[src/rtl/uart_tx_engine.sv]
// UART transmit engine: pops bytes from a first-word-fall-through TX FIFO and
// serialises them LSB-first with start bit, optional parity and 1 or 2 stop bits.
module uart_tx_engine #(
  parameter int CLKS_PER_BIT = 16,
  parameter int PARITY_EN    = 0,
  parameter int PARITY_ODD   = 0,
  parameter int STOP_BITS    = 1
) (
  input  logic       clk,
  input  logic       rst_n,
  input  logic       tx_en,
  input  logic       tx_empty,
  input  logic [7:0] uart_data,
  output logic       uart_read,
  output logic       uart_txd,
  output logic       tx_busy,
  output logic       tx_done
);

  localparam int CW = (CLKS_PER_BIT > 1) ? $clog2(CLKS_PER_BIT) : 1;
  localparam logic [CW-1:0] BAUD_LOAD = CW'(CLKS_PER_BIT - 1);

  localparam logic [2:0] IDLE   = 3'd0;
  localparam logic [2:0] START  = 3'd1;
  localparam logic [2:0] DATA   = 3'd2;
  localparam logic [2:0] PARITY = 3'd3;
  localparam logic [2:0] STOP   = 3'd4;

  logic [2:0]    state, state_nxt;
  logic [CW-1:0] baud_cnt, cnt_nxt;
  logic [2:0]    bit_idx, idx_nxt;
  logic          stop_idx, stop_nxt;
  logic [7:0]    shift_reg, shift_nxt;
  logic          txd_reg, txd_nxt;
  logic          bit_end, last_stop, frame_end, pop, parity_bit;

  assign bit_end    = (baud_cnt == '0);
  assign last_stop  = (STOP_BITS == 1) || stop_idx;
  assign frame_end  = (state == STOP) && bit_end && last_stop;
  // Gated by rst_n so the FIFO is never popped while the engine is held in reset.
  assign pop        = rst_n && tx_en && !tx_empty && ((state == IDLE) || frame_end);
  assign parity_bit = (PARITY_ODD != 0) ? ~^shift_reg : ^shift_reg;

  assign uart_read = pop;
  assign uart_txd  = txd_reg;
  assign tx_busy   = (state != IDLE);
  assign tx_done   = frame_end;

  always_comb begin
    state_nxt = state;
    cnt_nxt   = baud_cnt - CW'(1);
    idx_nxt   = bit_idx;
    stop_nxt  = stop_idx;
    shift_nxt = shift_reg;
    case (state)
      IDLE: begin
        cnt_nxt = baud_cnt;
        if (pop) begin
          state_nxt = START;
          cnt_nxt   = BAUD_LOAD;
          shift_nxt = uart_data;
        end
      end
      START: begin
        if (bit_end) begin
          state_nxt = DATA;
          cnt_nxt   = BAUD_LOAD;
          idx_nxt   = '0;
        end
      end
      DATA: begin
        if (bit_end) begin
          cnt_nxt = BAUD_LOAD;
          if (bit_idx == 3'd7) begin
            state_nxt = (PARITY_EN != 0) ? PARITY : STOP;
            idx_nxt   = '0;
            stop_nxt  = 1'b0;
          end else begin
            idx_nxt = bit_idx + 3'd1;
          end
        end
      end
      PARITY: begin
        if (bit_end) begin
          state_nxt = STOP;
          cnt_nxt   = BAUD_LOAD;
          stop_nxt  = 1'b0;
        end
      end
      STOP: begin
        if (bit_end) begin
          if (!last_stop) begin
            stop_nxt = 1'b1;
            cnt_nxt  = BAUD_LOAD;
          end else if (pop) begin
            state_nxt = START;
            cnt_nxt   = BAUD_LOAD;
            shift_nxt = uart_data;
          end else begin
            state_nxt = IDLE;
            cnt_nxt   = '0;
          end
        end
      end
      default: begin
        state_nxt = IDLE;
        cnt_nxt   = '0;
      end
    endcase
  end

  // The line level is decided from the next state so the pin is a clean register output.
  always_comb begin
    txd_nxt = 1'b1;
    case (state_nxt)
      START:   txd_nxt = 1'b0;
      DATA:    txd_nxt = shift_nxt[idx_nxt];
      PARITY:  txd_nxt = parity_bit;
      default: txd_nxt = 1'b1;
    endcase
  end

  always_ff @(posedge clk or negedge rst_n) begin
    if (!rst_n) begin
      state     <= IDLE;
      baud_cnt  <= '0;
      bit_idx   <= '0;
      stop_idx  <= 1'b0;
      shift_reg <= '0;
      txd_reg   <= 1'b1;
    end else begin
      state     <= state_nxt;
      baud_cnt  <= cnt_nxt;
      bit_idx   <= idx_nxt;
      stop_idx  <= stop_nxt;
      shift_reg <= shift_nxt;
      txd_reg   <= txd_nxt;
    end
  end

endmodule
[config.mk]
export PLATFORM = sky130hd
export DESIGN_NAME = uart_tx_engine
export DESIGN_NICKNAME = d
export VERILOG_FILES = /design/src/rtl/uart_tx_engine.sv
export SDC_FILE = /design/constraint.sdc
export NUM_CORES = 1
export LEC_CHECK = 0
export BUFFER_PORTS_ARGS = -buffer_cell sky130_fd_sc_hd__clkbuf_2
export CAP_MARGIN = 20
export CORE_MARGIN = 2
export CORE_UTILIZATION = 50
export DETAILED_ROUTE_END_ITERATION = 8
export PLACE_DENSITY = 0.77
export SETUP_SLACK_MARGIN = 0.3
export SYNTH_ARGS = -nofsm -noshare
export SYNTH_HDL_FRONTEND = slang
export SYNTH_SLANG_ARGS = --single-unit
[constraint.sdc]
create_clock -name clk -period 2.85 [get_ports clk]
set_input_delay 0.285 -clock clk [delete_from_list [all_inputs] [get_ports clk]]
set_output_delay 0.285 -clock clk [all_outputs]
set_load 0.05 [all_outputs]
# Word-level counts from Yosys, hierarchy flattened
# Cells that the tools add are included.
# classes
addsub	2
order_cmp	1
n_eq_ne	9
mux	23
n_reduce_logical	11
# op_table
operator	n
$mux W3	9
$mux W4	4
$mux W8	2
$pmux W8 S2	1
$pmux W3 S5	1
$eq A3 B2 Y1 const B	4
$pmux W4 S3	1
$reduce_xor A8 Y1	1
$eq A3 B1 Y1 const B	2
$eq A3 B3 Y1 const B	2
$pmux W3 S2	1
$logic_and A1 B1 Y1	4
$logic_not A4 Y1	1
$lt A3 B4 Y1 const B	1
$sub A4 B1 Y4 const B	1
$add A3 B1 Y3 const B	1
$bmux W1 S3	1
$logic_not A3 Y1	1
$pmux W1 S3	1
$reduce_bool A3 Y1	1
$reduce_or A3 Y1	1
$mux W1	2
$ne A2 B2 Y1 const B	1
$logic_not A1 Y1	1
$logic_or A1 B1 Y1	1
# word_totals
register_bits	19
inputBits	12
elab_cells	51

# Longest topological paths before layout
# Gate-level depths: netlist (run 1).
# logic_depth
ltp_word	10
mapped_depth	9

# Worst setup path before layout (run 1)
# Ideal clock, no wire load.
# synth_timing
kind	reg2reg
start	reg baud_cnt[0]
end	reg txd_reg (netlist: uart_txd)
setup_time_ns	0.087
arrival_ns	3.062
required_time_ns	2.763
setup_slack_ns	-0.299
stages_incl_launch_ff	9
path_buffers	0
path_cell_list	dfrtp_1 inv_1 ha_1 or3b_4 a2111oi_4 mux2_2 mux2_1 mux2i_1 o211ai_2
# synth_between
elab_chain_cells	10
word_cells_on_any_way	23
classes_between	eq/ne: 3; mux: 16; reduce/logical: 4
# synth_lines
item	line	source
start, declared	30	logic [CW-1:0] baud_cnt, cnt_nxt;
start signal, assigned	133	baud_cnt <= cnt_nxt;
$logic_not A4 Y1 *	37	assign bit_end = (baud_cnt == '0);
$logic_and A1 B1 Y1 *	39	assign frame_end = (state == STOP) && bit_end && last_stop;
$logic_or A1 B1 Y1 *	41	assign pop = rst_n && tx_en && !tx_empty && ((state == IDLE) || frame_end);
$logic_and A1 B1 Y1 *	41	
named net uart_read	14	output logic uart_read,
$mux W8 *	58, 95	
$mux W8	91	if (bit_end) begin
$pmux W8 S2 *	55	case (state)
named net shift_nxt[5]	33	logic [7:0] shift_reg, shift_nxt;
$bmux W1 S3 *	117	DATA: txd_nxt = shift_nxt[idx_nxt];
$mux W1 (implied by the code) *	117	
$pmux W1 S3 *	115	case (state_nxt)
named net txd_nxt	34	logic txd_reg, txd_nxt;
end signal, assigned	137	txd_reg <= txd_nxt;
end, declared	34	
# The timed path passes the listed nets; every way through them passes the cells marked *. The select of a mux whose other input is x is not followed.
# A chain may end at the register's enable or synchronous reset.

# Worst setup path after layout (run 1)
# layout_timing
start	reg baud_cnt[0]
end	reg txd_reg (netlist: uart_txd)
# layout_between
elab_chain_cells	10
word_cells_on_any_way	23
classes_between	eq/ne: 3; mux: 16; reduce/logical: 4
# layout_lines
item	line
$logic_not A4 Y1 *	37
$logic_and A1 B1 Y1	39
$logic_or A1 B1 Y1	41
$logic_and A1 B1 Y1	41
$mux W8	58, 95
$mux W8	91
$pmux W8 S2 *	55
named net shift_nxt[4]	33
$bmux W1 S3 *	117
$mux W1 (implied by the code) *	117
$pmux W1 S3 *	115
named net txd_nxt	34
# Marked as above.

==> results of run 1 <==
==> kinds of logic after synthesis <==
group	after synthesis	share of synthesized area (%)
AOI/OAI and AO/OA	25	16.7
and+or+nand+nor	30	15.1
buffers and inverters	9	4.48
xor gates and xnor gates	8	5.84
DFF	19	39.7
adders and majority gates	4	3.96
muxes	14	14.2
==> critical path, cell delays in order (launching register included) <==
cell       delay, ns
dfrtp_1         0.43
inv_2           0.09
ha_4            0.15
or3b_4          0.41
a2111oi_4       0.32
buf_6           0.20
mux2_4          0.31
mux2_4          0.26
mux2i_1         0.16
o211ai_2        0.10
==> timing repair <==
| item | CTS | global route |
|---|---|---|
| hold endpoints to repair | 18 | 0 |
| endpoints found under the setup margin | 0 | 2 |
| hold buffers | 1 | 0 |
| gates resized for setup | 0 | 2 |
| buffers inserted | 0 | 3 |
==> per-stage QoR <==
step	hold slack, ns	cell area, µm²	TNS (ns)	cells
floorplan	-0.0106	1230	-0.160	109
global placement	0.287	1330	0	151
detailed placement	0.302	1330	0	151
CTS	0.214	1370	0	156
global route	0.204	1400	0	159
finish	0.217	1400	0	159
==> metal layers <==
layer  share of wire (%)  vias up  global-route usage (%)
li1                    -      446                       -
met1                  47      439                    25.5
met2                  49       17                    31.3
met3                 3.6        3                    3.39
met4                0.72        0                    5.13
met5                   0        -                       0
==> how the worst max path moves through the flow <==
stage	start	endpoint	slack [ns]	cells after the start
CTS	baud_cnt[0]	uart_txd	0.30	9
detailed placement	baud_cnt[0]	uart_txd	0.31	9
floorplan	baud_cnt[0]	uart_txd	-0.16	8
finish	baud_cnt[0]	uart_txd	0.35	9
global route	baud_cnt[0]	uart_txd	0.25	9
global placement	baud_cnt[0]	uart_txd	0.38	9
==> final cells by class <==
| cell class | count | area [µm²] | area share (%) |
|---|---|---|---|
| repair buffers | 23 | 141 | 10.1 |
| clock inverters | 1 | 5.00 | 0.358 |
| multi-input cells | 81 | 702 | 50.2 |
| clock buffers | 3 | 22.5 | 1.61 |
| inverters | 4 | 15.0 | 1.07 |
| flip-flops and latches | 19 | 477 | 34.1 |
| well taps | 28 | 35.0 | 2.51 |
==> power by group through the flow <==
stage                     combinational [mW]  clock, mW  sequential (mW)
final                                  0.740      0.140            0.521
after global routing                   0.819      0.152            0.536
after CTS                              0.742      0.140            0.521
after detailed placement               0.738          0            0.526
after global placement                 0.714          0            0.516
after floorplan                        0.664          0            0.483
==> placed cells by master, fill, tap and decap left out, drive strengths merged, types with 2 or more instances in the layout <==
cell type / instances
dfrtp: 18
clkbuf: 18
mux2: 11
nand2: 8
buf: 7
xnor2: 6
nor2: 5
a21oi: 5
inv: 4
nor3: 3
a211oi: 3
ha: 3
nor2b: 2
a31oi: 2
o2bb2ai: 2
nand3b: 2
o21ai: 2
nand2b: 2
a21o: 2
mux2i: 2
xor2: 2
o31ai: 2
or3b: 2
==> flow_summary.yaml, run 1 <==
drt:
  drtPass1Iterations: 4
  drc: 0
  drt_wl_total_mm: 2.35
  avgViaCountPerCell: 5.69
  num_vias: 905
  ant_nets: 0
  wl_per_cell_um: 14.8
  first_iter_violations: 15
synth:
  ys_ff_latch: 19
  synthTopCellsByCount: "dfrtp_1 (18), mux2_2 (10), nand2_1 (8)"
  synthTopCellsByArea: "dfrtp_1 (38%), mux2_2 (9.4%), xnor2_1 (4.4%), ha_1 (3.1%), nand2_1 (2.5%)"
  synth-edff-count: 0
  ys_warn_count: 0
  ys.flop_type: "dfrtp_1"
  synthCells: 109
  syn_area_um2: 1200
  synthesis.nets: 124
  synth_cell_types: 42
  synth_top_area_share_pct: 37.5
  yosysSeqAreaShare_pct: 39.7
  syn_avg_cell_area_um2: 11.0
  yosysTopAreaCell: "dfrtp_1"
  ys_async_sr_fraction_pct: 100
  synth.most_common_cell: "dfrtp_1"
sta:
  fin_skew_ns: 0.000465
  period_minus_slack_ns: 2.50
  finalSetupViolCount: 0
  maxSlewHeadroom_pct: 71.0
  finalHoldViolCount: 0
  max_slew.worst_pin.slew_ns: 0.434
  period_share_pct: 87.8
  max_freq_mhz: 400
  layout_setup_ws_ns: 0.348
  grt_setup_unrepaired: "true"
  slew_viol_final: 0
power:
  switching_share_pct: 40.4
  leakage_nw: 0.603
  vdd_drop_max_mv: 0.558
  power_mw: 1.40
  combinationalPowerShare_pct: 52.8
  p_int_mw: 0.834
  seqPwrFrac_pct: 37.2
  netSwitchingPower_mw: 0.566
  powerDensity_nw_per_um2: 1000
  power.share.clock_pct: 10.0
critical_path:
  cp.required_ns: 3.09
  critPathLaunchType: "register"
  r2r-end: "uart_txd"
  rr_worst_depth: 9
  critPathMaxFanout: 9
  reg2reg_setup_slack_ns: 0.35
  cp-end-kind: "register"
  rr_startpoint: "baud_cnt[0]"
  worstSetupPathType: "reg2reg"
  cp.arrival_ns: 2.74
grt:
  grt_max_degree: 21
  grt_antenna_before_repair: 0
  track_usage_pct: 18.9
  first_global_vias: 851
  grt_pass1_wl_mm: 3.82
  grt-ovfl-total: 0
die:
  start_util_pct: 53.7
  io-pin-count: 16
  num_rows: 17
  die_x_um: 53.0
  die_h_um: 53.0
  die_area_um2: 2810
  core_um2: 2230
cts:
  cts_max_level: 1
  cts.clk_slew.worst_paths_ns: 0.11
  cts_buffer_depth: 2
  cts.sinks: 19
  clkLatencyLatePin_ns: 0.30
  cts_tree: "built"
  root_buffer: "clkbuf_4"
  numCtsBuffers: 3
hold_path:
  hp-class: "in2reg"
  holdPathEnd: "shift_reg[0]"
  min_from: "uart_data[0]"
  hold_depth: 2
final_layout:
  nFillCells: 185
  largest_register_ffs: 8
  final_util_pct: 62.6
  drive_above_1_share_pct: 35.9
  num_antenna_cells: 0
  nets: 147
  syn_to_final_growth_pct: 16.5
placed_design:
  gp_congestion: 0.838
  io_buffers: 15
  dpl.hpwl_mm: 1.81
  pre_cts_slack_ns: 0.313
job:
  maxCapViolCount: 0
status:
  status: "completed"
Power figures use the tool's default switching activity.
==> inputs of run 2 (changes only) <==
--- a/config.mk
+++ b/config.mk
@@ -10,5 +10,5 @@
 export CORE_MARGIN = 2
-export CORE_UTILIZATION = 50
+export CORE_UTILIZATION = 55
 export DETAILED_ROUTE_END_ITERATION = 8
-export PLACE_DENSITY = 0.77
+export PLACE_DENSITY = 0.81
 export SETUP_SLACK_MARGIN = 0.3
==> constraint.sdc (replaced) <==
create_clock -name clk -period 2.4 [get_ports clk]
set_input_delay 0 -clock clk [delete_from_list [all_inputs] [get_ports clk]]
set_output_delay 0 -clock clk [all_outputs]
set_load 0.05 [all_outputs]
==> run 2 against run 1 <==
Effect of this change:
- the flow now finishes with violations (negative setup slack)
- count of clock-buffer cells in the layout is the same
- critical endpoint unchanged
- fmax rose by 0.33%
- highest routed layer unchanged
- first-iteration DRC count is 93% higher
- sequential cell count did not move
- setup slack lost 0.44 ns
- largest power group unchanged
- critical path depth is the same
==> flow_summary.yaml, run 2 (synthesis results as in run 1) <==
die:
  die_h_um: 50.7
  start_util_pct: 59.9
  io-pin-count: 16
  num_rows: 16
  die_x_um: 50.7
  die_area_um2: 2570
  core_um2: 2000
cts:
  clkLatencyLatePin_ns: 0.31
  cts_tree: "built"
  root_buffer: "clkbuf_4"
  cts.sinks: 19
  cts_buffer_depth: 2
  cts.clk_slew.worst_paths_ns: 0.13
  cts_max_level: 1
  numCtsBuffers: 3
critical_path:
  rr_startpoint: "baud_cnt[1]"
  worstSetupPathType: "reg2reg"
  slowest_delay_ns: 0.41
  r2r-end: "uart_txd"
  path_cells: "inv_2 -> ha_4 -> or3b_4 -> a2111oi_4 -> buf_4 -> mux2_4 -> mux2_4 -> mux2i_1 -> o211ai_2"
  cp.arrival_ns: 2.74
  reg2reg_setup_slack_ns: -0.09
  crit_top_cell: "mux2_4"
  cp.required_ns: 2.65
  critPathLaunchType: "register"
  slowest_stage: "dfrtp_1"
  critPathMaxFanout: 5
  cp-end-kind: "register"
  rr_worst_depth: 9
hold_path:
  hp-class: "in2reg"
  holdPathEnd: "baud_cnt[2]"
  hold_depth: 3
  min_from: "tx_en"
final_layout:
  seq_area_um2: 477
  multi_input_area_um2: 716
  fin_area_um2: 1610
  final_cell_mix: "buf_4 (21), dfrtp_1 (18), clkbuf_2 (14), dlygate4sd3_1 (9), nand2_1 (8)"
  num_antenna_cells: 0
  syn_to_final_growth_pct: 33.8
  drive_above_1_share_pct: 41.6
  largest_register_ffs: 8
  nets: 170
  nFillCells: 119
  layout_commonest_cell: "buf_4"
  fin_cells: 181
sta:
  period_share_pct: 104
  slew_viol_final: 0
  max_freq_mhz: 401
  layout_setup_ws_ns: -0.0935
  finalHoldViolCount: 0
  grt_setup_unrepaired: "true"
  max_slew.worst_pin.slew_ns: 0.429
  fin_skew_ns: 0.00842
  maxSlewHeadroom_pct: 71.4
  finalSetupViolCount: 1
  period_minus_slack_ns: 2.49
power:
  netSwitchingPower_mw: 0.788
  power.share.clock_pct: 9.3
  powerDensity_nw_per_um2: 1180
  switching_share_pct: 41.6
  combinationalPowerShare_pct: 58.3
  seqPwrFrac_pct: 32.5
  vdd_drop_max_mv: 0.739
  leakage_nw: 0.704
  p_int_mw: 1.10
grt:
  grt_pass1_wl_mm: 4.91
  grt-ovfl-total: 0
  first_global_vias: 1062
  grt_antenna_before_repair: 0
  grt_max_degree: 21
  track_usage_pct: 25.5
drt:
  first_iter_violations: 29
  wl_per_cell_um: 16.7
  drc: 0
  ant_nets: 0
  num_vias: 1016
  avgViaCountPerCell: 5.61
  drt_wl_total_mm: 3.03
  drtPass1Iterations: 4
placed_design:
  dpl.hpwl_mm: 2.01
  gp_congestion: 0.795
  io_buffers: 15
  dp_cells: 162
  dpl-instance-area_um2: 1420
  pre_cts_slack_ns: -0.0731
status:
  status: "complete, but fails checks"
  violations: "negative setup slack"
job:
  maxCapViolCount: 0
## run 2: per-stage QoR
stage	power [mW]	hold slack (ns)	util, %	TNS (ns)
3_5_place_dp	1.60	0.00152	71.0	-0.0731
4_1_cts	1.81	0.148	78.1	-0.0652
5_1_grt	2.02	0.191	80.2	-0.165
2_1_floorplan	1.36	-0.296	-	-2.06
6_report	1.89	0.171	80.2	-0.0935
3_3_place_gp	1.55	-0.00132	71.0	0
## run 2: metal layers
layer	up-vias	part of all wire, %	global-route usage, %
met1	491	42	34.5
met5	-	0	0
li1	491	-	-
met4	0	1.8	5.41
met3	4	2.6	2.68
met2	30	53	44.3
## run 2: critical path, delay by kind of cell, from the launching register on
| family | cells | cell delay [ns] |
|---|---|---|
| DFF | 1 | 0.41 |
| adders and majority gates | 1 | 0.14 |
| and+or+nand+nor | 1 | 0.39 |
| AOI/OAI and AO/OA | 2 | 0.43 |
| muxes | 3 | 0.78 |
| buffers and inverters | 2 | 0.30 |
## run 2: what timing repair did
item | in CTS | in global routing
gates resized for setup | 2 | 3
endpoints found under the hold margin | 27 | 0
hold buffers | 9 | 0
cloned | 0 | 0
endpoints found under the setup margin | 2 | 5
setup buffers | 2 | 4
## run 2: area by class of cell
class                           count  area share (%)
Tap cell                           27            2.10
Sequential cell                    19            29.7
Clock inverter                      1           0.312
Inverter                            4           0.935
Multi-Input combinational cell     81            44.6
Clock buffer                        3            1.40
Timing Repair Buffer               46            21.0
## run 2: how the worst max path moves through the flow
stage / slack [ns] / start / to / depth (start not counted)
after floorplan: -0.61 / baud_cnt[0] / uart_txd / 8
after CTS: -0.07 / baud_cnt[1] / uart_txd / 9
final: -0.09 / baud_cnt[1] / uart_txd / 9
after global placement: 0.008 / baud_cnt[1] / uart_txd / 9
after global routing: -0.17 / baud_cnt[1] / uart_txd / 9
after detailed placement: -0.07 / baud_cnt[1] / uart_txd / 9
## run 2: power by group through the flow
| stage | Combinational, mW | Sequential, mW | Clock (mW) |
|---|---|---|---|
| after global placement | 0.952 | 0.600 | 0 |
| after detailed placement | 0.988 | 0.611 | 0 |
| after floorplan | 0.789 | 0.574 | 0 |
| after CTS | 1.04 | 0.604 | 0.172 |
| after global routing | 1.19 | 0.633 | 0.192 |
| final | 1.10 | 0.615 | 0.175 |
==> inputs of run 3 (changes only) <==
- ABC_AREA: not set -> 1
- PLACE_DENSITY: 0.81 -> 0.78
==> run 3 against run 2 <==
Effect of this change:
- the run now ends clean
- fmax rose by 31%
- power fell by 14%
- sequential cell count did not move
- synthesized area rose by 12%
- setup slack improved by 0.59 ns
- cell area fell by 6.9%
- worst hold slack got worse by 0.13 ns
- combinational power fell by 14%
- register-to-register slack improved by 0.68 ns
- largest power group unchanged
==> flow_summary.yaml, run 3 <==
synth:
  synthesis.nets: 211
  synthTopCellsByArea: "dfrtp_1 (34%), nand2_1 (17%), inv_1 (11%), nand2_2 (5.6%), nand3_1 (5.2%)"
  ys.flop_type: "dfrtp_1"
  syn_area_um2: 1340
  synthTopCellsByCount: "nand2_1 (60), inv_1 (40), dfrtp_1 (18)"
  ys_warn_count: 0
  synth.most_common_cell: "nand2_1"
  ys_async_sr_fraction_pct: 100
  synth_cell_types: 27
  synthCells: 196
  yosysSeqAreaShare_pct: 35.5
  synth-edff-count: 0
  synth_top_area_share_pct: 33.5
  syn_avg_cell_area_um2: 6.86
  yosysTopAreaCell: "dfrtp_1"
  ys_ff_latch: 19
sta:
  slew_viol_final: 0
  fin_tns_setup_ns: 0
  fin_skew_ns: 0.00663
  whs_ns: 0.0369
  finalHoldViolCount: 0
  finalSetupViolCount: 0
  max_slew.worst_pin.slew_ns: 0.458
  max_freq_mhz: 525
  grt_setup_unrepaired: "false"
  period_share_pct: 79.3
  maxSlewHeadroom_pct: 69.4
  period_minus_slack_ns: 1.90
power:
  leakage_nw: 0.851
  powerDensity_nw_per_um2: 1090
  vdd_drop_max_mv: 0.711
cts:
  clkLatencyLatePin_ns: 0.31
  cts_tree: "built"
  cts-resized-gates: 0
  cts_buffer_depth: 2
  cts.clk_slew.worst_paths_ns: 0.12
  root_buffer: "clkbuf_4"
  cts.sinks: 19
  cts_max_level: 1
  numCtsBuffers: 3
grt:
  grt_antenna_before_repair: 0
  grt-ovfl-total: 0
  first_global_vias: 1187
  grt_pass1_wl_mm: 4.91
  track_usage_pct: 23.6
  grt_max_degree: 20
drt:
  first_iter_violations: 15
  drc: 0
  num_vias: 1237
  drtPass1Iterations: 4
  wl_per_cell_um: 11.5
  avgViaCountPerCell: 5.07
  drt_wl_total_mm: 2.81
  ant_nets: 0
hold_path:
  hp-class: "in2reg"
critical_path:
  worstSetupPathType: "reg2out"
  critPathLaunchType: "register"
  cp.required_ns: 2.40
  cp-end-kind: "primary output"
  cp.arrival_ns: 1.90
  critPathMaxFanout: 9
placed_design:
  io_buffers: 15
  dpl.hpwl_mm: 2.27
  gp_congestion: 0.793
die:
  core_um2: 2250
  start_util_pct: 59.6
  io-pin-count: 16
  die_x_um: 53.4
  die_area_um2: 2850
  die_h_um: 53.4
  num_rows: 17
status:
  status: "completed"
final_layout:
  syn_to_final_growth_pct: 11.2
  seq_area_um2: 477
  nets: 232
  final_cell_mix: "nand2_1 (60), inv_1 (40), dfrtp_1 (18), clkbuf_2 (15), nand3_1 (14)"
  num_antenna_cells: 0
  drive_above_1_share_pct: 22.2
  largest_register_ffs: 8
  multi_input_area_um2: 693
  nFillCells: 213
  layout_commonest_cell: "nand2_1"
job:
  maxCapViolCount: 0
## run 3: area by class of cell
class / instances / share of cell area [%]
Sequential cell: 19 / 31.9
Inverter: 45 / 11.3
Multi-Input combinational cell: 131 / 46.4
Tap cell: 28 / 2.35
Clock buffer: 3 / 1.51
Timing Repair Buffer: 17 / 6.20
Clock inverter: 1 / 0.335
## run 3: metrics by stage
step                std cells  instance area, µm²  setup WS [ns]  total power, mW  util, %
global route              244                1490          0.399             1.79     66.3
floorplan                 196                1340          0.708             1.27        -
CTS                       244                1490          0.509             1.63     66.3
finish                    244                1490          0.496             1.63     66.3
detailed placement        239                1460          0.608             1.46     64.6
global placement          239                1460          0.612             1.43     64.6
## run 3: kinds of logic (layout without fill, tap and decap cells)
family / count (synthesis) / count (layout) / share of synthesized area [%]
adders and majority gates: 3 / 3 / 2.79
AOI/OAI and AO/OA: 24 / 24 / 11.3
xor gates and xnor gates: 6 / 6 / 3.91
DFF: 19 / 19 / 35.5
and+or+nand+nor: 98 / 98 / 33.6
buffers and inverters: 46 / 66 / 12.9
## run 3: layer usage
metal,vias to the layer above,GRT usage [%],wire (µm)
met4,0,10.3,56
li1,641,-,-
met2,20,41.2,1360
met5,-,0,0
met1,569,28.9,1300
met3,7,2.54,84
## run 3: final timing paths
kind | startpoint | to | slack, ns | cells after the start
min reg2reg | bit_idx[1] | bit_idx[1] | 0.58 | 2
min | uart_data[5] | shift_reg[5] | 0.04 | 5
max reg2reg | baud_cnt[0] | uart_txd | 0.59 | 13
max | baud_cnt[0] | uart_read | 0.50 | 7
max in group asynchronous | rst_n | uart_txd | 1.91 | 3
min in group asynchronous | rst_n | baud_cnt[2] | 0.23 | 3
## run 3: where the power goes
| group | internal, mW | switching [mW] | leakage (nW) | total (mW) |
|---|---|---|---|---|
| registers | 0.438 | 0.0781 | 0.216 | 0.517 |
| clock network | 0.0623 | 0.109 | 0.0177 | 0.172 |
| logic | 0.327 | 0.616 | 0.617 | 0.944 |
| total | 0.828 | 0.804 | 0.851 | 1.63 |
## run 3: worst max-delay path, stage by stage, from the launching register on
cell	delay, ns
dfrtp_1	0.37
inv_1	0.11
ha_1	0.25
nand2_2	0.15
a21oi_4	0.28
nand2_2	0.11
inv_1	0.07
clkbuf_2	0.27
## run 3: timing repair
item / in CTS / in global routing
hold buffers: 1 / 0
hold endpoints to repair: 19 / 0
setup endpoints to repair: 0 / 0
setup buffers: 0 / 0
